File: src/rtl/btb_lookup_table.sv
// btb_lookup_table: fully-associative branch target buffer with a combinational
// first-taken-slot lookup for a 16-byte fetch group and a registered training port.
module btb_lookup_table #(
   parameter int ENTRIES = 16,
   parameter int IDX_W   = 4
) (
   input  logic        clk_i,
   input  logic        rst_i,
   input  logic [31:0] lk_pc_i,
   input  logic        upd_en_i,
   input  logic [31:0] upd_pc_i,
   input  logic [31:0] upd_target_i,
   input  logic [2:0]  upd_type_i,
   input  logic        upd_kill_i,
   input  logic        inv_all_i,
   output logic        next_able_o,
   output logic [1:0]  hit_ban_o,
   output logic [31:0] next_pc_o,
   output logic [2:0]  next_type_o
);
   logic [ENTRIES-1:0] valid_q, valid_d;
   logic [27:0]        tag_q    [ENTRIES];
   logic [1:0]         slot_q   [ENTRIES];
   logic [31:0]        target_q [ENTRIES];
   logic [2:0]         type_q   [ENTRIES];
   logic [IDX_W-1:0]   rr_ptr_q, rr_ptr_d;
   logic [IDX_W-1:0]   match_idx, free_idx, wr_idx;
   logic               match, free, wr_en;
   logic               unused_pc_bits;

   assign unused_pc_bits = ^{lk_pc_i[1:0], upd_pc_i[1:0]};

   // Scanning downward with <= lets the lowest index win a slot tie.
   always_comb begin
      next_able_o = 1'b0;
      hit_ban_o   = 2'd0;
      next_pc_o   = 32'd0;
      next_type_o = 3'd0;
      for (int i = ENTRIES - 1; i >= 0; i--)
         if (valid_q[i] && tag_q[i] == lk_pc_i[31:4] && slot_q[i] >= lk_pc_i[3:2] &&
             (!next_able_o || slot_q[i] <= hit_ban_o)) begin
            next_able_o = 1'b1;
            hit_ban_o   = slot_q[i];
            next_pc_o   = target_q[i];
            next_type_o = type_q[i];
         end
   end

   always_comb begin
      match     = 1'b0;
      match_idx = '0;
      free      = 1'b0;
      free_idx  = '0;
      for (int i = ENTRIES - 1; i >= 0; i--) begin
         if (valid_q[i] && tag_q[i] == upd_pc_i[31:4] && slot_q[i] == upd_pc_i[3:2]) begin
            match     = 1'b1;
            match_idx = IDX_W'(i);
         end
         if (!valid_q[i]) begin
            free     = 1'b1;
            free_idx = IDX_W'(i);
         end
      end
   end

   always_comb begin
      valid_d  = valid_q;
      rr_ptr_d = rr_ptr_q;
      wr_en    = 1'b0;
      wr_idx   = match ? match_idx : free ? free_idx : rr_ptr_q;
      if (inv_all_i)
         valid_d = '0;
      else if (upd_en_i && upd_kill_i) begin
         if (match) valid_d[match_idx] = 1'b0;
      end else if (upd_en_i) begin
         wr_en           = 1'b1;
         valid_d[wr_idx] = 1'b1;
         rr_ptr_d        = (match || free) ? rr_ptr_q : rr_ptr_q + IDX_W'(1);
      end
   end

   always_ff @(posedge clk_i or posedge rst_i)
      if (rst_i) begin
         valid_q  <= '0;
         rr_ptr_q <= '0;
      end else begin
         valid_q  <= valid_d;
         rr_ptr_q <= rr_ptr_d;
      end

   // Payload needs no reset; an entry is meaningless until its valid bit is set.
   always_ff @(posedge clk_i)
      if (wr_en && !rst_i) begin
         tag_q[wr_idx]    <= upd_pc_i[31:4];
         slot_q[wr_idx]   <= upd_pc_i[3:2];
         target_q[wr_idx] <= upd_target_i;
         type_q[wr_idx]   <= upd_type_i;
      end
endmodule

File: config.mk
export PLATFORM = sky130hd
export DESIGN_NAME = btb_lookup_table
export DESIGN_NICKNAME = d
export VERILOG_FILES = /design/src/rtl/btb_lookup_table.sv
export SDC_FILE = /design/constraint.sdc
export NUM_CORES = 2
export LEC_CHECK = 0
export ABC_CLOCK_PERIOD_IN_PS = 61700
export BUFFER_PORTS_ARGS = -buffer_cell sky130_fd_sc_hd__buf_2
export CAP_MARGIN = 20
export CORE_MARGIN = 2
export CORE_UTILIZATION = 30
export DETAILED_ROUTE_END_ITERATION = 10
export GPL_ROUTABILITY_DRIVEN = 0
export PLACE_DENSITY = 0.44
export RECOVER_POWER = 50
export SYNTH_ARGS = -nofsm -noshare
export SYNTH_HDL_FRONTEND = slang
export SYNTH_SLANG_ARGS = --single-unit
File: constraint.sdc
create_clock -name clk_i -period 61.7 [get_ports clk_i]
set_clock_uncertainty 0.1 [all_clocks]
set_input_delay 9.255 -clock clk_i [delete_from_list [all_inputs] [get_ports clk_i]]
set_output_delay 9.255 -clock clk_i [all_outputs]
set_load 0.03 [all_outputs]
# Word level (Yosys, flattened, before mapping)
# Memories as Yosys holds them, arrays and structs flattened.
# Index checks and enable logic that the tools add are counted.
[word_totals] ff_bits=20 ramBits=1040 in_bits=104 output_inout_bits=38 wordCells=358 memories=4
[op_classes] add_sub_neg=1 order_cmp=35 eq_ne=49 mux=143 bitwise=6 n_reduce_logical=118
[memory_table] memory="target_q" words=16 width=32 rd=16 rd_ports_with_merged_regs=0 write_ports=1 line="24" source="logic [31:0] target_q [ENTRIES];"
[memory_table] memory="tag_q" words=16 width=28 rd=16 rd_ports_with_merged_regs=0 write_ports=1 line="22" source="logic [27:0] tag_q [ENTRIES];"
[memory_table] memory="type_q" words=16 width=3 rd=16 rd_ports_with_merged_regs=0 write_ports=1 line="25" source="logic [2:0] type_q [ENTRIES];"
[memory_table] memory="slot_q" words=16 width=2 rd=16 rd_ports_with_merged_regs=0 write_ports=1 line="23" source="logic [1:0] slot_q [ENTRIES];"
[ops] op="$eq 28x28->1" count=32
[ops] op="$mux 32" count=16
[ops] op="$mux 4" count=34
[ops] op="$logic_and 1x1->1" count=83
[ops] op="$mux 16" count=4
[ops] op="$mux 1" count=55
[ops] op="$mux 3" count=16
[ops] op="$eq 2x2->1" count=16
[ops] op="$ge 2x2->1" count=16
[ops] op="$mux 2" count=16
[ops] op="$le 2x2->1" count=15
[ops] op="$and 16x16->16" count=1
[ops] op="$logic_not 1->1" count=16
[ops] op="$logic_or 1x1->1" count=16
[ops] op="$not 16->16" count=1
[ops] op="$or 16x16->16" count=1
[ops] op="$lt 4x5->1 const B" count=2
[ops] op="$demux 1 s4" count=2
[ops] op="$ge 4x1->1 const B" count=2
[ops] op="$add 4x1->4 const B" count=1
[ops] op="$reduce_and 4->1" count=1
[ops] op="$ne 3x3->1 const B" count=1
[ops] op="$not 1->1" count=3
[ops] op="$reduce_bool 3->1" count=1
[ops] op="$reduce_and 2->1" count=1

# Longest topological paths before layout
[depth] depth_word=64 mapped_depth=120 depth_no_buf=107

# Least setup slack after synthesis
# No wires, ideal clock.
[synth_path] kind="input-to-output" startpoint="input port lk_pc_i[3]" endpoint="output port next_pc_o[25]" t_arrival_ps=30538 t_required_ps=52345 path_slack_ps=21807 cell_stages=111 path_buffers=15 path_cell_list="inv_1 -> ha_1 -> a21oi_1 -> or4_4 -> nor3_2 -> clkbuf_1 -> clkbuf_1 -> nand2_1 -> ha_1 -> nor2b_1 -> o21ai_0 -> or4_1 -> buf_2 -> and2_4 -> a21oi_1 -> ha_1 -> nor2b_1 -> o221ai_1 -> [75 not listed] -> o22ai_1 -> o21bai_1 -> ha_1 -> a21oi_1 -> a21oi_1 -> a21oi_1 -> clkbuf_1 -> mux2i_1 -> o21ai_1 -> ha_1 -> a21oi_1 -> a21oi_1 -> a21o_1 -> clkbuf_2 -> buf_2 -> clkbuf_1 -> mux2i_1 -> a41oi_1"
[synth_between] elab_chain_cells=63 word_cells_on_any_way=138 classes_between="31 x order compare; 46 x mux; 61 x reduce/logical"
[synth_lines] item="start, declared" line="9" source="input logic [31:0] lk_pc_i,"
[synth_lines] item="$ge 2x2->1" line="40" source="if (valid_q[i] && tag_q[i] == lk_pc_i[31:4] && slot_q[i] >= lk_pc_i[3:2] &&"
[synth_lines] item="$logic_and 1x1->1" line="40"
[synth_lines] item="$mux 2 or $mux 1 (tied branches)" line="40"
[synth_lines] item="$le 2x2->1 or $logic_not 1->1 (tied branches)" line="41" source="(!next_able_o || slot_q[i] <= hit_ban_o)) begin"
[synth_lines] item="$logic_or 1x1->1" line="41"
[synth_lines] item="$logic_and 1x1->1" line="40"
[synth_lines] item="$mux 2 or $mux 1 (tied branches)" line="40"
[synth_lines] item="$le 2x2->1 or $logic_not 1->1 (tied branches)" line="41"
[synth_lines] item="[47 not listed]"
[synth_lines] item="$le 2x2->1 or $logic_not 1->1 (tied branches)" line="41"
[synth_lines] item="$logic_or 1x1->1" line="41"
[synth_lines] item="$logic_and 1x1->1" line="40"
[synth_lines] item="$mux 2 or $mux 1 (tied branches)" line="40"
[synth_lines] item="$le 2x2->1 or $logic_not 1->1 (tied branches)" line="41"
[synth_lines] item="$logic_or 1x1->1" line="41"
[synth_lines] item="$logic_and 1x1->1" line="40"
[synth_lines] item="$mux 32 (*)" line="40"
[synth_lines] item="end, declared" line="18" source="output logic [31:0] next_pc_o,"
# Every way passes the cells marked *; elsewhere a longest branch is shown, timed or not.

# Final worst setup path
[layout_path] startpoint="input port lk_pc_i[18]" endpoint="output port next_type_o[2]"
[layout_between] elab_chain_cells=64 word_cells_on_any_way=154 classes_between="15 x order compare; 16 x eq/ne; 46 x mux; 77 x reduce/logical"
[layout_lines] item="$eq 28x28->1" line="40"
[layout_lines] item="$logic_and 1x1->1 (2 in a row)" line="40"
[layout_lines] item="$mux 2 or $mux 1 (tied branches)" line="40"
[layout_lines] item="$le 2x2->1 or $logic_not 1->1 (tied branches)" line="41"
[layout_lines] item="$logic_or 1x1->1" line="41"
[layout_lines] item="$logic_and 1x1->1" line="40"
[layout_lines] item="$mux 2 or $mux 1 (tied branches)" line="40"
[layout_lines] item="$le 2x2->1 or $logic_not 1->1 (tied branches)" line="41"
[layout_lines] item="[47 not listed]"
[layout_lines] item="$le 2x2->1 or $logic_not 1->1 (tied branches)" line="41"
[layout_lines] item="$logic_or 1x1->1" line="41"
[layout_lines] item="$logic_and 1x1->1" line="40"
[layout_lines] item="$mux 2 or $mux 1 (tied branches)" line="40"
[layout_lines] item="$le 2x2->1 or $logic_not 1->1 (tied branches)" line="41"
[layout_lines] item="$logic_or 1x1->1" line="41"
[layout_lines] item="$logic_and 1x1->1" line="40"
[layout_lines] item="$mux 3 (*)" line="40"
[layout_lines] item="end, declared" line="19" source="output logic [2:0] next_type_o"
# Marked as above.

==> flow_metrics.py <==
metrics = {
    "run_status": {
        "status": "complete, but fails checks",
        "violations": "capacitance limit, slew limit",
    },
    "place": {
        "io_buffers": 137,
        "dp_cells": 6248,
        "hpwl_mm": 117,
    },
    "worst_setup_path": {
        "reg2reg_depth": 12,
        "worstSetupPathType": "in2out",
        "slowest_stage": "buf_4",
        "slowest_delay_ns": 0.71,
        "r2r_slack_ns": 55.42,
        "rr_startpoint": "tag_q[14][0]$_DFFE_PP_",
        "critPathLaunchType": "primary input",
        "end_kind": "output port",
        "crit_fanout": 72,
        "cp-endpoint": "next_type_o[2]",
        "r2r-end": "target_q[8][20]$_DFFE_PP_",
        "cp.required_ns": 52.34,
        "cpMostUsedCell": "a21oi_1",
        "critical_path_arrival_ns": 37.14,
        "critPathLaunch": "lk_pc_i[18]",
    },
    "floorplanning": {
        "num_io_pins": 142,
        "die_area_mm2": 0.176,
        "num_rows": 152,
        "initial_utilization": 0.302,
        "coreArea_mm2": 0.172,
        "dieHeight_um": 419,
        "die_w_um": 419,
    },
    "sta": {
        "setup_violations": 0,
        "rsz0062_at_grt": "no",
        "hold_ws_ns": 0.381,
        "drv_slew": 816,
        "slew_headroom": -1.35,
        "hold_violations": 0,
        "min_period_over_period": 0.754,
        "period_minus_slack_ns": 46.49,
        "fmax_mhz": 21.5,
        "worst_pin_slew_ns": 3.53,
        "tns_ns": 0,
    },
    "grt": {
        "grt_pass1_wl_mm": 274,
        "gr-usage-all-layers": 0.220,
        "overflow": 0,
        "antenna_found_initial": 8,
        "grt_pass1_vias": 34400,
        "grt_max_degree": 73,
    },
    "finish": {
        "fin_nets": 4229,
        "fin_cells": 6477,
        "drive_gt1_frac": 0.0934,
        "areaGrowthSynthToFinish_pct": 14.4,
    },
    "power_and_ir_drop": {
        "powerDensity_mw_per_mm2": 27.0,
        "p_leak_nw": 18.5,
        "worst_ir_drop_vdd_mv": 0.0244,
    },
    "drt": {
        "wl_mm": 196,
        "ant_nets": 0,
        "vias": 34900,
        "via_per_inst": 5.38,
        "drtIter0Drc": 3654,
        "drc": 0,
        "dr.pass1.iters": 9,
        "wl_per_cell_um": 30.2,
    },
    "clock_tree": {
        "cts-hold-fix-buffers": 0,
        "cts_root_buffer": "clkbuf_16",
        "cts_max_level": 3,
        "cts_tree": "built",
        "cts_buffers": 121,
        "clock_latency_ns": 0.78,
        "post-cts-setup-buffer-count": 0,
        "clkSinkCount": 1060,
        "clk_pin_slew_ns": 0.06,
        "cts_resized": 0,
        "clockBufferDepth": 3,
    },
    "logic_synthesis": {
        "synthTopCellsByArea": "edfxtp_1, xnor2_1, nand4_1",
        "yosys_warnings": 0,
        "syn_nets": 4075,
        "synth-edff-count": 1040,
        "synthArstFlopShare": 0.0189,
        "netlist_instances": 3908,
        "synth_flop_cell": "edfxtp_1",
        "synth_top_area_cell": "edfxtp_1",
        "synth.yosys.seq_area_share": 0.613,
        "synth_top_area_share": 0.603,
        "syn_area_mm2": 0.0518,
        "synth_area_per_cell_um2": 13.3,
        "synth.distinct_cells": 77,
        "ys_ff_latch": 1060,
    },
    "flow_run": {
        "max_cap_violations": 30,
    },
    "min_path": {
        "hp-class": "reg2reg",
    },
}
[where the power goes]
part	internal [mW]	switching (mW)
Sequential	0.793	0.00103
Combinational	0.0276	0.0715
Clock	0.397	0.312
Total	1.22	0.385
[through the flow]
step / worst slack (ns) / area, um^2 / utilization / power [mW]
6_report: 15.21 / 59300 / 0.346 / 1.60
5_1_grt: 12.92 / 59300 / 0.345 / 1.64
4_1_cts: 14.77 / 59400 / 0.347 / 1.61
3_5_place_dp: 14.86 / 55600 / 0.324 / 0.906
3_3_place_gp: 14.77 / 55600 / 0.324 / 0.906
2_1_floorplan: 21.81 / 51800 / - / 0.857
[how the worst min path moves through the flow]
stage / startpoint / to / slack, ns / depth (start not counted)
2_1_floorplan: rr_ptr_q[3]$_DFFE_PP0P_ / rr_ptr_q[3]$_DFFE_PP0P_ / 0.34 / 1
3_3_place_gp: rr_ptr_q[3]$_DFFE_PP0P_ / rr_ptr_q[3]$_DFFE_PP0P_ / 0.36 / 1
3_5_place_dp: rr_ptr_q[3]$_DFFE_PP0P_ / rr_ptr_q[3]$_DFFE_PP0P_ / 0.36 / 1
4_1_cts: rr_ptr_q[3]$_DFFE_PP0P_ / rr_ptr_q[3]$_DFFE_PP0P_ / 0.38 / 1
5_1_grt: rr_ptr_q[3]$_DFFE_PP0P_ / rr_ptr_q[3]$_DFFE_PP0P_ / 0.38 / 1
6_report: rr_ptr_q[3]$_DFFE_PP0P_ / rr_ptr_q[3]$_DFFE_PP0P_ / 0.38 / 1
[worst max-delay path, delay by kind of cell]
family | cells | cell delay [ns]
AOI/OAI and AO/OA | 47 | 9.84
buffers and inverters | 18 | 6.93
and+or+nand+nor | 26 | 4.77
adders and majority gates | 15 | 4.42
muxes | 5 | 1.57
xor gates and xnor gates | 1 | 0.14
[kinds of logic after synthesis]
family                     share of synthesized area
adders and majority gates                     0.0152
buffers and inverters                         0.0256
AOI/OAI and AO/OA                             0.0705
DFF                                            0.613
and+or+nand+nor                                0.104
xor gates and xnor gates                       0.156
muxes                                         0.0158
[flip-flops by register name, summed over array words and instances, names as in the netlist]
| name | count |
|---|---|
| rr_ptr_q | 4 |
| type_q | 48 |
| tag_q | 448 |
| slot_q | 32 |
| valid_q | 16 |
| target_q | 512 |
[synth_stat cells (40+ instances only)]
master,instances
nand2_1,137
and3_1,76
ha_1,63
nand4_1,288
nand3_1,139
inv_1,95
mux2i_1,75
buf_2,64
o22ai_1,40
edfxtp_1,1040
xor2_1,134
nor4_1,104
clkbuf_1,148
o21ai_0,87
nor2_1,47
a21oi_1,94
o221ai_1,41
a21o_1,42
xnor2_1,789
[routing by layer]
layer  global-route usage  wire (um)  vias to the layer above
met1                0.300      87000                    18100
met5                    0         38                        -
met4               0.0677       6600                        6
met2                0.360      91300                     1259
li1                     -          -                    15200
met3               0.0309      11000                      308
[cell type report]
cell class	count	area (um^2)
sequential	1060	31700
clock inverter	73	674
timing repair buffer	261	1460
antenna	2	5.00
fill	17000	112000
tap	2310	2890
inverter	95	357
clock buffer	153	3170
multi-input combinational	2523	19000
[cells in the final DEF, fill, tap and decap left out, types with 7 or more instances in the layout]
cell type / n
o22ai_1: 40
clkbuf_16: 121
o21ai_1: 8
nor2_1: 28
buf_2: 83
inv_1: 95
dfrtp_1: 20
a21oi_1: 92
o21ai_0: 87
nor4_1: 103
nand4_1: 288
clkbuf_1: 118
xor2_1: 134
nor2b_1: 16
and3_1: 75
a221o_1: 7
mux2i_1: 75
buf_4: 87
a22oi_1: 35
edfxtp_1: 1040
clkinv_1: 36
a41oi_1: 36
nor2_4: 17
nor4b_1: 23
nor3_1: 19
a21o_1: 41
nand2_1: 136
bufinv_16: 8
or4_1: 9
nand4b_1: 11
xnor2_1: 789
a221oi_1: 35
clkinv_2: 17
nand2b_1: 37
a222oi_1: 37
o221ai_1: 40
nand3_1: 139
ha_1: 63
Power figures use the tool's default switching activity.
